**config.mk**
```make
export PLATFORM = sky130hd
export DESIGN_NAME = conv1_frame_sched
export DESIGN_NICKNAME = d
export VERILOG_FILES = /design/src/rtl/conv1_frame_sched.sv
export SDC_FILE = /design/constraint.sdc
export NUM_CORES = 1
export LEC_CHECK = 0
export ABC_AREA = 1
export BUFFER_PORTS_ARGS = -buffer_cell sky130_fd_sc_hd__buf_4
export CAP_MARGIN = 20
export CORE_MARGIN = 2
export CORE_UTILIZATION = 43
export CTS_CLUSTER_SIZE = 20
export DETAILED_ROUTE_END_ITERATION = 7
export PLACE_DENSITY = 0.68
export SETUP_SLACK_MARGIN = 0.05
export SLEW_MARGIN = 10
export SYNTH_ARGS = -nofsm -noshare
export SYNTH_HDL_FRONTEND = slang
export SYNTH_SLANG_ARGS = --single-unit
```
**constraint.sdc**
```tcl
create_clock -name clk -period 1.6 [get_ports clk]
set_input_delay 0.16 -clock clk [delete_from_list [all_inputs] [get_ports clk]]
set_output_delay 0.16 -clock clk [all_outputs]
set_load 0.02 [all_outputs]
```
**src/rtl/conv1_frame_sched.sv**
```systemverilog
`default_nettype none
// ============================================================================
// Module  : conv1_frame_sched
// Purpose : Reads one image frame from pixel memory into the conv1 layer and
//           counts its results. Define CONV1_SCHED_TIMEOUT_EN for a drain watchdog.
// Revision: 1.0
// ============================================================================
module conv1_frame_sched #(
  parameter  int WIDTH       = 28,
  parameter  int HEIGHT      = 28,
  parameter  int DATA_BITS   = 8,
  parameter  int KERNEL_SIZE = 5,
  parameter  int TIMEOUT     = 4096,
  localparam int NPIX        = WIDTH * HEIGHT,
  localparam int NOUT        = (WIDTH - KERNEL_SIZE + 1) * (HEIGHT - KERNEL_SIZE + 1),
  localparam int AW          = $clog2(NPIX),
  localparam int CW          = $clog2(NOUT + 1)
) (
  input  logic                 clk,
  input  logic                 rst,
  input  logic                 start,
  input  logic                 hold,
  output logic                 mem_rd_en,
  output logic [AW-1:0]        mem_addr,
  input  logic [DATA_BITS-1:0] mem_data,
  output logic [DATA_BITS-1:0] pix_out,
  output logic                 pix_valid,
  input  logic                 conv_valid,
  output logic [CW-1:0]        out_cnt,
  output logic                 busy,
  output logic                 done,
  output logic                 err
);

  localparam logic [1:0] S_IDLE  = 2'd0;
  localparam logic [1:0] S_FEED  = 2'd1;
  localparam logic [1:0] S_DRAIN = 2'd2;
  localparam logic [1:0] S_DONE  = 2'd3;

  localparam logic [AW-1:0] LAST_ADDR = AW'(NPIX - 1);
  localparam logic [CW-1:0] CNT_MAX   = CW'(NOUT);

  logic [1:0]    r_state;
  logic [1:0]    w_next;
  logic [AW-1:0] r_addr;
  logic [CW-1:0] r_cnt;
  logic          r_pix_valid;
  logic          w_rd_en;
  logic          w_busy;
  logic          w_done;
  logic          w_frame_start;
  logic          w_counting;
  logic          w_tmo_hit;

  assign w_frame_start = (r_state == S_IDLE) && start;
  assign w_counting    = (r_state == S_FEED) || (r_state == S_DRAIN);

`ifdef CONV1_SCHED_TIMEOUT_EN
  localparam int TW = $clog2(TIMEOUT + 1);

  logic [TW-1:0] r_tmo;
  logic          r_err;

  // Counts cycles spent in DRAIN; cleared whenever the FSM is elsewhere.
  assign w_tmo_hit = (r_tmo == TW'(TIMEOUT - 1));

  always_ff @(posedge clk or posedge rst) begin
    if (rst) begin
      r_tmo <= '0;
      r_err <= 1'b0;
    end else begin
      if (r_state == S_DRAIN) r_tmo <= r_tmo + 1'b1;
      else                    r_tmo <= '0;
      if (w_frame_start)
        r_err <= 1'b0;
      else if ((r_state == S_DRAIN) && (r_cnt != CNT_MAX) && w_tmo_hit)
        r_err <= 1'b1;
    end
  end

  assign err = r_err;
`else
  logic [31:0] w_unused_timeout;

  assign w_unused_timeout = TIMEOUT;
  assign w_tmo_hit        = 1'b0;
  assign err              = 1'b0;
`endif

  always_ff @(posedge clk or posedge rst) begin
    if (rst) r_state <= S_IDLE;
    else     r_state <= w_next;
  end

  always_comb begin
    w_next = r_state;
    case (r_state)
      S_IDLE:  if (start) w_next = S_FEED;
      S_FEED:  if (!hold && (r_addr == LAST_ADDR)) w_next = S_DRAIN;
      S_DRAIN: begin
        if (r_cnt == CNT_MAX) w_next = S_DONE;
        else if (w_tmo_hit)   w_next = S_IDLE;
      end
      S_DONE:  w_next = S_IDLE;
      default: w_next = S_IDLE;
    endcase
  end

  always_comb begin
    w_rd_en = 1'b0;
    w_busy  = 1'b1;
    w_done  = 1'b0;
    case (r_state)
      S_IDLE:  w_busy  = 1'b0;
      S_FEED:  w_rd_en = !hold;
      S_DONE:  w_done  = 1'b1;
      default: ;
    endcase
  end

  // The address parks on the last pixel instead of wrapping.
  always_ff @(posedge clk or posedge rst) begin
    if (rst) begin
      r_addr      <= '0;
      r_cnt       <= '0;
      r_pix_valid <= 1'b0;
    end else begin
      r_pix_valid <= w_rd_en;
      if (w_frame_start) begin
        r_addr <= '0;
        r_cnt  <= '0;
      end else begin
        if (w_rd_en && (r_addr != LAST_ADDR)) r_addr <= r_addr + 1'b1;
        if (w_counting && conv_valid && (r_cnt != CNT_MAX)) r_cnt <= r_cnt + 1'b1;
      end
    end
  end

  // Memory output register supplies the data; it is qualified by the delayed strobe.
  assign pix_out   = r_pix_valid ? mem_data : '0;
  assign pix_valid = r_pix_valid;
  assign mem_rd_en = w_rd_en;
  assign mem_addr  = r_addr;
  assign out_cnt   = r_cnt;
  assign busy      = w_busy;
  assign done      = w_done;

endmodule
`default_nettype wire

```
======== Word-level counts from Yosys, hierarchy flattened ========
Index checks and enable logic that the tools add are counted.
word-level totals
  word-level logic and storage cells ...... 39
  flip-flop bits (word level) ............. 23
  bits of input ports ..................... 13
cells by class
  equal/unequal tests ..................... 10
  $add $sub $neg .......................... 2
  reduce and logical (&&, ||, !) cells .... 11
  mux-type cells .......................... 12
operators with widths
  cell                                                              count
  10-bit two-way mux                                                4
  10-bit by 1-bit adder with 10-bit output (second input constant)  2
  10-bit == test (second input constant)                            2
  10-bit != test (second input constant)                            2
  8-bit two-way mux                                                 1
  2-bit case mux with 4 select lines                                1
  2-bit two-way mux                                                 3
  1-bit logical AND                                                 5
  2-bit == test (second input constant)                             2
  2-bit by 1-bit != test with 1-bit output (second input constant)  2
  2-bit nonzero test                                                2
  1-bit two-way mux                                                 3
  3-bit AND reduction                                               1
  2-bit by 1-bit == test with 1-bit output (second input constant)  1
  2-bit zero test                                                   1
  2-bit != test (second input constant)                             1
  1-bit zero test                                                   1
  1-bit logical OR                                                  1

======== Longest topological paths before layout ========
Gate-level depths: netlist (run 1).
  depth after elaboration ................. 6
  mapped depth ............................ 10
  mapped depth without buffers ............ 10

======== Least setup slack after synthesis (run 1) ========
No wires, ideal clock.
  kind .................................... reg2reg
  start ................................... register r_state[1]
  end ..................................... register r_addr[6] (netlist: mem_addr[6])
  required time ........................... 1.482 ns
  setup slack ............................. -0.094 ns
  cell stages (with the launch flop) ...... 11
  period minus slack after synthesis ...... 1.694 ns
  buffers on the path ..................... 1
  setup time .............................. 0.118 ns
  arrival ................................. 1.576 ns
  cells stage by stage .................... dfrtp_1 -> inv_1 -> ha_1 -> inv_1 -> nor2_1 -> nand2_4 -> nand2_4 -> clkinv_4 -> buf_12 -> nand2_2 -> o21ai_2
between the ends
  cells in the longest elaborated chain, start to end .. 4
  elaborated cells between the ends (all ways) .. 7
  those cells by class .................... eq/ne: 1; mux: 2; reduce/logical: 4
ends and longest elaborated chain
  item                                      RTL line  text
  start, declared                           43        logic [1:0] r_state;
  start signal, assigned                    92        else r_state <= w_next;
  2-bit by 1-bit == test with 1-bit output  113       case (r_state)
  1-bit two-way mux                         113
  net mem_rd_en                             23        output logic mem_rd_en,
  1-bit logical AND                         133       if (w_rd_en && (r_addr != LAST_ADDR)) r_addr <= r_addr + 1'b1;
  2-bit nonzero test (no source line)       n/a
  end signal, assigned                      133
  end, declared                             45        logic [AW-1:0] r_addr;
The timed path passes the listed nets, and every way through them passes these cells.
A chain may end at the register's enable or synchronous reset.

======== Worst setup path in the final report (run 1) ========
  start ................................... register r_state[0]
  end ..................................... register r_cnt[6] (netlist: out_cnt[6])
between the ends
  cells in the longest elaborated chain, start to end .. 5
  elaborated cells between the ends (all ways) .. 9
  those cells by class .................... eq/ne: 2; mux: 1; reduce/logical: 6
ends and longest elaborated chain
  item                                                                       RTL line  text
  2-bit by 1-bit == test with 1-bit output or 2-bit == test (tied branches)  56        assign w_counting = (r_state == S_FEED) || (r_state == S_DRAIN);
  1-bit logical OR                                                           56
  1-bit logical AND (2 in a row)                                             134       if (w_counting && conv_valid && (r_cnt != CNT_MAX)) r_cnt <= r_cnt + 1'b1;
  2-bit nonzero test (no source line)                                        n/a
  end signal, assigned                                                       134
  end, declared                                                              46        logic [CW-1:0] r_cnt;
Parallel ways exist; a longest one is shown, timed or not.

==> reports/qor.txt, run 1 <==
Fin. Hold Viols: 0
antenna-violating nets left: 0
CTS H-tree lvls: 1
crit-path most repeated cell: nand2_1
Setup crit start kind: register
Leak: 0.00115 uW
number of clock sinks: 23
Core ar.: 3630 sq um
metal3 WL: 241 microns
n_diodes: 0
initial antenna violation count: 0
row count: 22
CTS Buf Count: 3
DRT Wirelength: 3560 microns
Avg Cell Area, Syn: 7.16 sq um
vias in the first global route: 1373
Pre-antenna DRT Iters: 4
Final Util: 0.587
Largest delay share family, worst path: flip-flops
die area: 4250 sq um
skew final: 2.33 ps
vias per cell: 4.77
Hold Path Class: in -> reg
Power Density: 1170 nW/um^2
M1 WL: 1560 microns
Clk Latency, worst-skew pair: 270 ps
slowest stage delay, CP: 410 ps
io pins: 46
RePlAce Congestion: 0.823
Worst IR Drop VDD: 0.955 mV
CP Buf/Inv Count: 3
setup_tns: 0 ps
setup repair after global routing missed its margin: true
Worst Path Required: 1760 ps
fin crit period: 1470 ps
yosys warns: 0
Syn Nets: 245
CP max FO: 7
Initial Util: 0.443
Max Slew Vio Count: 0
#FFs+latches synth: 23
Post-Syn Area: 1610 sq um
crit-path cells: inv_1, ha_1, nand2_1, inv_1, nand2_2, nand2_4, clkinvlp_4, nand2_1, nand2_1
CTS tree: built
Critical Path AT: 1630 ps
DR iter-0 viols: 47
Max Used Layer: met4
status: finished, final reports clean
Root Buffer: clkbuf_8
period utilisation layout: 0.917
Yosys cell types: 28
Cells after Synth: 225
DP HPWL: 2680 microns
# DRC: 0
clock slew at reported path FFs: 80 ps
Vert. Die Dim: 65.2 microns
wire per inst: 10.9 microns
Overall Global Routing Usage: 0.174
total grt overflow: 0
Horiz. Die Dim: 65.2 microns
first-pass GRT wire length: 5860 microns
layout cell share with drive strength beyond 1: 0.321
Vias: 1565
Final #Nets: 301
pin count of the biggest net entering global routing: 24
Clock Tree Buf Depth: 2
Max Cap Viol: 0
CP endpoint kind: register
final setup violating endpoints: 0
CP max stage cell: dfrtp_1
critical path class: reg -> reg
number of buffers added on ports: 44
Layout area overhead: 32.4%
routed wl met2: 1740 microns
Seq/Total Area, Yosys: 0.357
Fmax: 682 MHz
## final timing paths
path                       slack (ps)                    from                      end  cells after the start
min reg2reg                       530  r_state[1]$_DFFE_PP0P_   r_state[1]$_DFFE_PP0P_                      2
max                               130  r_state[0]$_DFFE_PP0P_   out_cnt[6]$_DFFE_PP0P_                      9
min in group asynchronous         490                     rst   out_cnt[0]$_DFFE_PP0P_                      4
min                                70                    hold      pix_valid$_DFF_PP0_                      2
max in group asynchronous         870                     rst  mem_addr[0]$_DFFE_PP0P_                      4
max reg2reg                       130  r_state[0]$_DFFE_PP0P_   out_cnt[6]$_DFFE_PP0P_                      9
## cell type report
type	instances	area [sq um]
clock buffer	4	45.0
fill	377	1500
inverter	36	143
multi-input combinational	160	876
sequential	23	578
tap	48	60.1
timing repair buffer	56	423
timing repair inverter	1	7.51
## routing by layer
| layer | vias up | track usage |
|---|---|---|
| met5 | - | 0 |
| met4 | 0 | 0.0469 |
| met3 | 4 | 0.0445 |
| met2 | 40 | 0.296 |
| met1 | 706 | 0.218 |
| li1 | 815 | - |
## metrics by stage
stage          power (uW)  cells  setup WS (ps)  cell area, sq um  hold slack [ps]
2_1_floorplan        1680    225           75.5              1610              162
3_3_place_gp         2020    317            125              2010              227
3_5_place_dp         2030    317           87.9              2010              233
4_1_cts              2420    322           64.5              2060             70.0
5_1_grt              2690    328           38.6              2130             66.7
6_report             2490    328            134              2130             72.9
## Yosys cell counts (all sizes together)
master   n  share of area
nand3   26          0.089
nand2   73           0.19
or2      3          0.012
o21bai   2         0.0093
o21ai   13          0.047
nor3     2         0.0062
a21o     1         0.0047
xnor2    1         0.0054
clkinv   1         0.0054
nand4   10          0.039
buf      3          0.020
xor2     4          0.022
ha       7          0.054
clkbuf   3         0.0070
nor2    17          0.046
conb     1         0.0023
inv     35          0.082
dfrtp   23           0.36
## power breakdown
| group | switching (uW) | internal [uW] |
|---|---|---|
| Sequential | 118 | 680 |
| Combinational | 813 | 508 |
| Clock | 191 | 178 |
| Total | 1120 | 1370 |
## layout by cell type (no fill, tap or decap)
cell type,instances
nand2_1,62
conb_1,1
o21ai_2,3
o21ai_1,9
xnor2_1,1
a21o_1,1
nand3_4,1
inv_2,4
nand2_4,4
ha_2,1
nor3_1,2
clkinv_4,1
nor2_2,2
inv_1,30
nand3_1,25
xor2_1,4
o21bai_1,2
or2_2,3
nand2_2,7
inv_4,1
clkbuf_1,1
clkbuf_8,3
nor2_1,13
dfrtp_1,21
clkinvlp_4,1
ha_1,6
nor2_4,2
o21ai_0,1
nand4_1,10
dfrtp_2,2
dlygate4sd3_1,1
buf_4,55
## sequential cells by signal, summed over array words and instances, names as in the netlist
register and cells:
pix_valid 1, r_state 2, out_cnt 10, mem_addr 10
## repair_timing
item	4_1_cts	5_1_grt
endpoints found under the setup margin	0	20
setup buffers	0	5
hold buffers	1	0
endpoints found under the hold margin	23	0
gates resized for setup	0	9
## kinds of logic after synthesis
kind of cell,share of synthesized area
xor+xnor,0.0272
other cells,0.00233
simple gates,0.383
buf+inv,0.114
fa+ha+maj,0.0544
flops,0.357
compound gates,0.0614
Note: power is estimated with default switching activity, not from simulation.
==> inputs of run 2 (changes only) <==
--- a/config.mk
+++ b/config.mk
@@ -6,13 +6,12 @@
 export NUM_CORES = 1
 export LEC_CHECK = 0
 export ABC_AREA = 1
-export BUFFER_PORTS_ARGS = -buffer_cell sky130_fd_sc_hd__buf_4
 export CAP_MARGIN = 20
 export CORE_MARGIN = 2
 export CORE_UTILIZATION = 43
 export CTS_CLUSTER_SIZE = 20
 export DETAILED_ROUTE_END_ITERATION = 7
-export PLACE_DENSITY = 0.68
+export DONT_BUFFER_PORTS = 1
 export SETUP_SLACK_MARGIN = 0.05
 export SLEW_MARGIN = 10
 export SYNTH_ARGS = -nofsm -noshare
==> run 2 against run 1 <==
Net effect:
- clock power is 1% lower
- sequential power is 1% lower
- cell count is 7.9% lower
- flip-flop and latch count stayed put
- highest routed layer unchanged
- first-iteration DRC count is 62% higher
- clock skew is 4.7 ps higher
- die area stayed put
- critical path depth is 4 lower
- hold slack better by 56 ps
- register-to-register slack better by 50 ps
- setup slack better by 7.1 ps
==> reports/qor.txt, run 2 (synthesis results as in run 1) <==
Vert. Die Dim: 65.2 microns
Leak: 0.00103 uW
Clock Tree Buf Depth: 2
Total Power: 2360 uW
clock slew at reported path FFs: 90 ps
Root Buffer: clkbuf_8
Clk Latency, worst-skew pair: 260 ps
Horiz. Die Dim: 65.2 microns
# DRC: 0
die area: 4250 sq um
vias in the first global route: 1404
status: finished, final reports clean
most common cell after layout, fill and taps aside: nand2_1
CTS Buf Count: 3
Critical Path AT: 1300 ps
pin count of the biggest net entering global routing: 15
number of clock sinks: 23
met1 usage: 0.222
CP startpoint: r_state[1]$_DFFE_PP0P_
Hold Path Class: in -> reg
wire per inst: 11.8 microns
CTS tree: built
Max Cap Viol: 0
critical path class: reg -> out
Worst IR Drop VDD: 1.03 mV
layout cell share with drive strength beyond 1: 0.248
HP Start: hold
Initial Util: 0.443
Final #Nets: 275
total grt overflow: 0
antenna-violating nets left: 0
DP HPWL: 2780 microns
most frequent cells in the layout: nand2_1 (62), inv_1 (30), buf_4 (30), nand3_1 (25), dfrtp_1 (21)
Max Slew Vio Count: 0
Setup crit start kind: register
io pins: 46
Core ar.: 3630 sq um
slew at the pin closest to its max-slew limit: 577 ps
skew final: 7.07 ps
Layout area overhead: 20.0%
max_slew headroom: 0.615
CP endpoint kind: primary output
setup_tns: 0 ps
GR Layer Usage met2: 0.333
Fin. Hold Viols: 0
busiest layer in global routing: met2
r2r startpoint: r_state[0]$_DFFE_PP0P_
Overall Global Routing Usage: 0.183
setup repair after global routing missed its margin: false
first-pass GRT wire length: 6170 microns
n_diodes: 0
Vias: 1475
DRT Wirelength: 3580 microns
fin crit period: 1460 ps
Worst Path Required: 1440 ps
initial antenna violation count: 0
vias per cell: 4.88
GRT met3 Usage: 0.0479
CTS H-tree lvls: 1
CP max FO: 3
final setup violating endpoints: 0
row count: 22
number of buffers added on ports: 0
DR iter-0 viols: 76
Fmax: 685 MHz
RePlAce Congestion: 0.816
WHS: 128 ps
Pre-antenna DRT Iters: 4
Power Density: 1220 nW/um^2
period utilisation layout: 0.912
run 2: cell count changes in the layout (fill, tap and decap cells not counted), sizes merged:
cell	before	now
inv	35	34
clkinv	1	2
buf	55	30
clkinvlp	1	0
run 2: what timing repair did:
action                                  in CTS  in global routing
buffers inserted                             0                  3
hold buffers                                 1                  0
hold endpoints to repair                    13                  0
gates cloned                                 0                  0
endpoints found under the setup margin       6                 17
gates resized for setup                      1                  7
pin swaps                                    0                  1
run 2: final cells by class:
type                    instances  area (sq um)
fillers                       370          1700
flip-flops and latches         23           578
repair buffers                 31           235
inverters                      36           145
well taps                      48          60.1
clock buffers                   4          45.0
multi-input cells             160           868
run 2: final timing paths:
| check | end | slack (ps) | cells past startpoint |
|---|---|---|---|
| setup / recovery | mem_rd_en | 140 | 5 |
| hold / removal | pix_valid$_DFF_PP0_ | 130 | 2 |
| setup reg to reg | out_cnt[8]$_DFFE_PP0P_ | 180 | 6 |
| hold reg to reg | r_state[0]$_DFFE_PP0P_ | 550 | 2 |
| max in group asynchronous | out_cnt[0]$_DFFE_PP0P_ | 630 | 3 |
| min in group asynchronous | mem_addr[2]$_DFFE_PP0P_ | 380 | 2 |
run 2: stage by stage:
stage	setup slack, ps	area (sq um)	instances	util
2_1_floorplan	75.5	1610	225	-
3_3_place_gp	125	1830	294	0.504
3_5_place_dp	45.1	1830	294	0.504
4_1_cts	56.1	1890	299	0.520
5_1_grt	48.5	1930	302	0.532
6_report	141	1930	302	0.532
run 2: per-layer routing:
layer	up-vias	wire [microns]
li1	763	-
met1	676	1600
met2	34	1800
met3	2	162
met4	0	17
met5	-	0
run 2: critical path, stage by stage (launching register included):
cell     delay [ps]
dfrtp_1         390
inv_1            80
ha_1            160
inv_1            50
nor2_2          170
buf_4           180
run 2: power by group:
part	leakage [uW]	switching [uW]	total [uW]	internal, uW
clock network	0.0000228	188	365	178
logic	0.000693	787	1210	423
registers	0.000311	109	789	680
total	0.00103	1080	2360	1280
==> inputs of run 3 (changes only) <==
--- a/config.mk
+++ b/config.mk
@@ -7,12 +7,15 @@
 export LEC_CHECK = 0
 export ABC_AREA = 1
 export CAP_MARGIN = 20
+export CELL_PAD_IN_SITES_DETAIL_PLACEMENT = 1
+export CELL_PAD_IN_SITES_GLOBAL_PLACEMENT = 2
 export CORE_MARGIN = 2
-export CORE_UTILIZATION = 43
+export CORE_UTILIZATION = 34
 export CTS_CLUSTER_SIZE = 20
 export DETAILED_ROUTE_END_ITERATION = 7
 export DONT_BUFFER_PORTS = 1
-export SETUP_SLACK_MARGIN = 0.05
+export PLACE_DENSITY_LB_ADDON = 0.1
+export SETUP_SLACK_MARGIN = 0.15
 export SLEW_MARGIN = 10
 export SYNTH_ARGS = -nofsm -noshare
 export SYNTH_HDL_FRONTEND = slang
==> run 3 against run 2 <==
Net effect:
- total power increased by 15%
- hold slack lost 47 ps
- clock power up 2%
- register-to-register slack got worse by 20 ps
- non-clock buffer count up 7
- routed wire length rose by 30%
- critical path type is now reg -> reg
==> reports/qor.txt, run 3 (synthesis results as in run 1) <==
critical path class: reg -> reg
Max Slew Vio Count: 0
Leak: 0.00106 uW
Pre-antenna DRT Iters: 4
r2r endpoint: out_cnt[6]$_DFFE_PP0P_
Hold Path Class: in -> reg
vias per cell: 4.97
Final #Nets: 283
WHS: 81.4 ps
Critical Path AT: 1600 ps
number of buffers added on ports: 0
wire per inst: 14.7 microns
Horiz. Die Dim: 72.8 microns
fin crit period: 1440 ps
most common cell after layout, fill and taps aside: nand2_1
Total Power: 2730 uW
Largest delay share family, worst path: flip-flops
Clk pwr share: 0.137
Max Cap Viol: 0
Core ar.: 4630 sq um
number of clock sinks: 23
Clock Tree Buf Depth: 2
Vert. Die Dim: 72.8 microns
status: finished, final reports clean
Area after DPL: 1850 sq um
die area: 5300 sq um
Comb pwr share: 0.568
r2r startpoint: r_state[0]$_DFFE_PP0P_
Final Util: 0.446
clock slew at reported path FFs: 90 ps
CTS Buf Count: 3
metal3 WL: 125 microns
internal reg-to-reg setup slack: 160 ps
Power Density: 1320 nW/um^2
Fmax: 694 MHz
routed wl met2: 2530 microns
crit-path cells: inv_2, ha_4, nand2_1, inv_1, nand2_2, nand2_4, clkinvlp_4, nand2_1, nand2_1
Hold EP: pix_valid$_DFF_PP0_
initial antenna violation count: 0
HP Start: hold
Max Used Layer: met4
slowest stage delay, CP: 410 ps
Psw: 1270 uW
DR iter-0 viols: 30
Root Buffer: clkbuf_8
total grt overflow: 0
R2R depth: 9
Setup crit start kind: register
io pins: 46
CP Buf/Inv Count: 3
most frequent cells in the layout: nand2_1 (62), buf_4 (35), inv_1 (26), nand3_1 (25), dfrtp_1 (20)
Layout area overhead: 28.1%
CTS tree: built
final setup violating endpoints: 0
Worst Path Required: 1760 ps
Clk Latency, worst-skew pair: 260 ps
CP max FO: 7
n_diodes: 0
Overall Global Routing Usage: 0.177
post-route cell area: 2060 sq um
pin count of the biggest net entering global routing: 24
Worst Hold Path Cells: 2
Fin. Hold Viols: 0
Fill cells: 591
crit-path most repeated cell: nand2_1
vias in the first global route: 1557
setup_tns: 0 ps
DRT Wirelength: 4660 microns
CTS H-tree lvls: 1
DP HPWL: 3410 microns
setup repair after global routing missed its margin: true
# DRC: 0
skew final: 2.00 ps
CP endpoint kind: register
layout cell share with drive strength beyond 1: 0.313
RePlAce Congestion: 0.840
Sequential Power Share: 0.295
row count: 25
Initial Util: 0.348
period utilisation layout: 0.901
antenna-violating nets left: 0
Int Pwr: 1460 uW
first-pass GRT wire length: 7410 microns
M1 WL: 1970 microns
CP max stage cell: dfrtp_1
sw frac: 0.465
Vias: 1571
Worst IR Drop VDD: 0.624 mV
-- run 3: changes by cell type in the layout (fill, tap and decap cells not counted), sizes merged --
cell and delta:
inv +2, buf +7, clkinv -2, clkinvlp +1
-- run 3: through the flow --
step	std cells	setup slack, ps
6_report	316	159
3_3_place_gp	298	131
4_1_cts	311	147
3_5_place_dp	298	49.2
5_1_grt	316	55.6
2_1_floorplan	225	151
-- run 3: cell type report --
class | instances | area (sq um) | share of cell area
Clock buffer | 4 | 45.0 | 0.0218
Inverter | 36 | 145 | 0.0703
Multi-Input combinational cell | 160 | 923 | 0.448
Sequential cell | 23 | 579 | 0.281
Tap cell | 54 | 67.6 | 0.0327
Timing Repair Buffer | 38 | 295 | 0.143
Timing Repair inverter | 1 | 7.51 | 0.00364
-- run 3: power by group through the flow --
| stage | clock, uW | sequential [uW] | combinational [uW] |
|---|---|---|---|
| 6_report | 373 | 804 | 1550 |
| 5_1_grt | 408 | 819 | 1700 |
| 4_1_cts | 394 | 796 | 1390 |
| 3_5_place_dp | 0 | 821 | 1180 |
| 3_3_place_gp | 0 | 817 | 1140 |
| 2_1_floorplan | 0 | 881 | 816 |
-- run 3: metal layers --
layer | vias up | track usage
met5 | - | 0
met4 | 0 | 0.0432
met3 | 2 | 0.0290
met2 | 18 | 0.323
met1 | 773 | 0.216
li1 | 778 | -
-- run 3: repair_timing --
action | in CTS | in global routing
setup endpoints to repair | 12 | 22
pin swaps | 5 | 6
resized for setup | 9 | 11
gates cloned | 1 | 0
hold buffers | 1 | 0
buffers inserted | 7 | 5
endpoints found under the hold margin | 23 | 0
-- run 3: worst max path at each step --
| stage | slack, ps | to | startpoint | cells past startpoint |
|---|---|---|---|---|
| after global placement | 130 | out_cnt[4]$_DFFE_PP0P_ | out_cnt[0]$_DFFE_PP0P_ | 10 |
| after CTS | 150 | out_cnt[5]$_DFFE_PP0P_ | out_cnt[0]$_DFFE_PP0P_ | 9 |
| final | 160 | out_cnt[6]$_DFFE_PP0P_ | r_state[0]$_DFFE_PP0P_ | 9 |
| after floorplan | 150 | mem_addr[6]$_DFFE_PP0P_ | mem_addr[0]$_DFFE_PP0P_ | 10 |
| after detailed placement | 50 | out_cnt[4]$_DFFE_PP0P_ | out_cnt[0]$_DFFE_PP0P_ | 10 |
| after global routing | 60 | out_cnt[9]$_DFFE_PP0P_ | r_state[0]$_DFFE_PP0P_ | 9 |
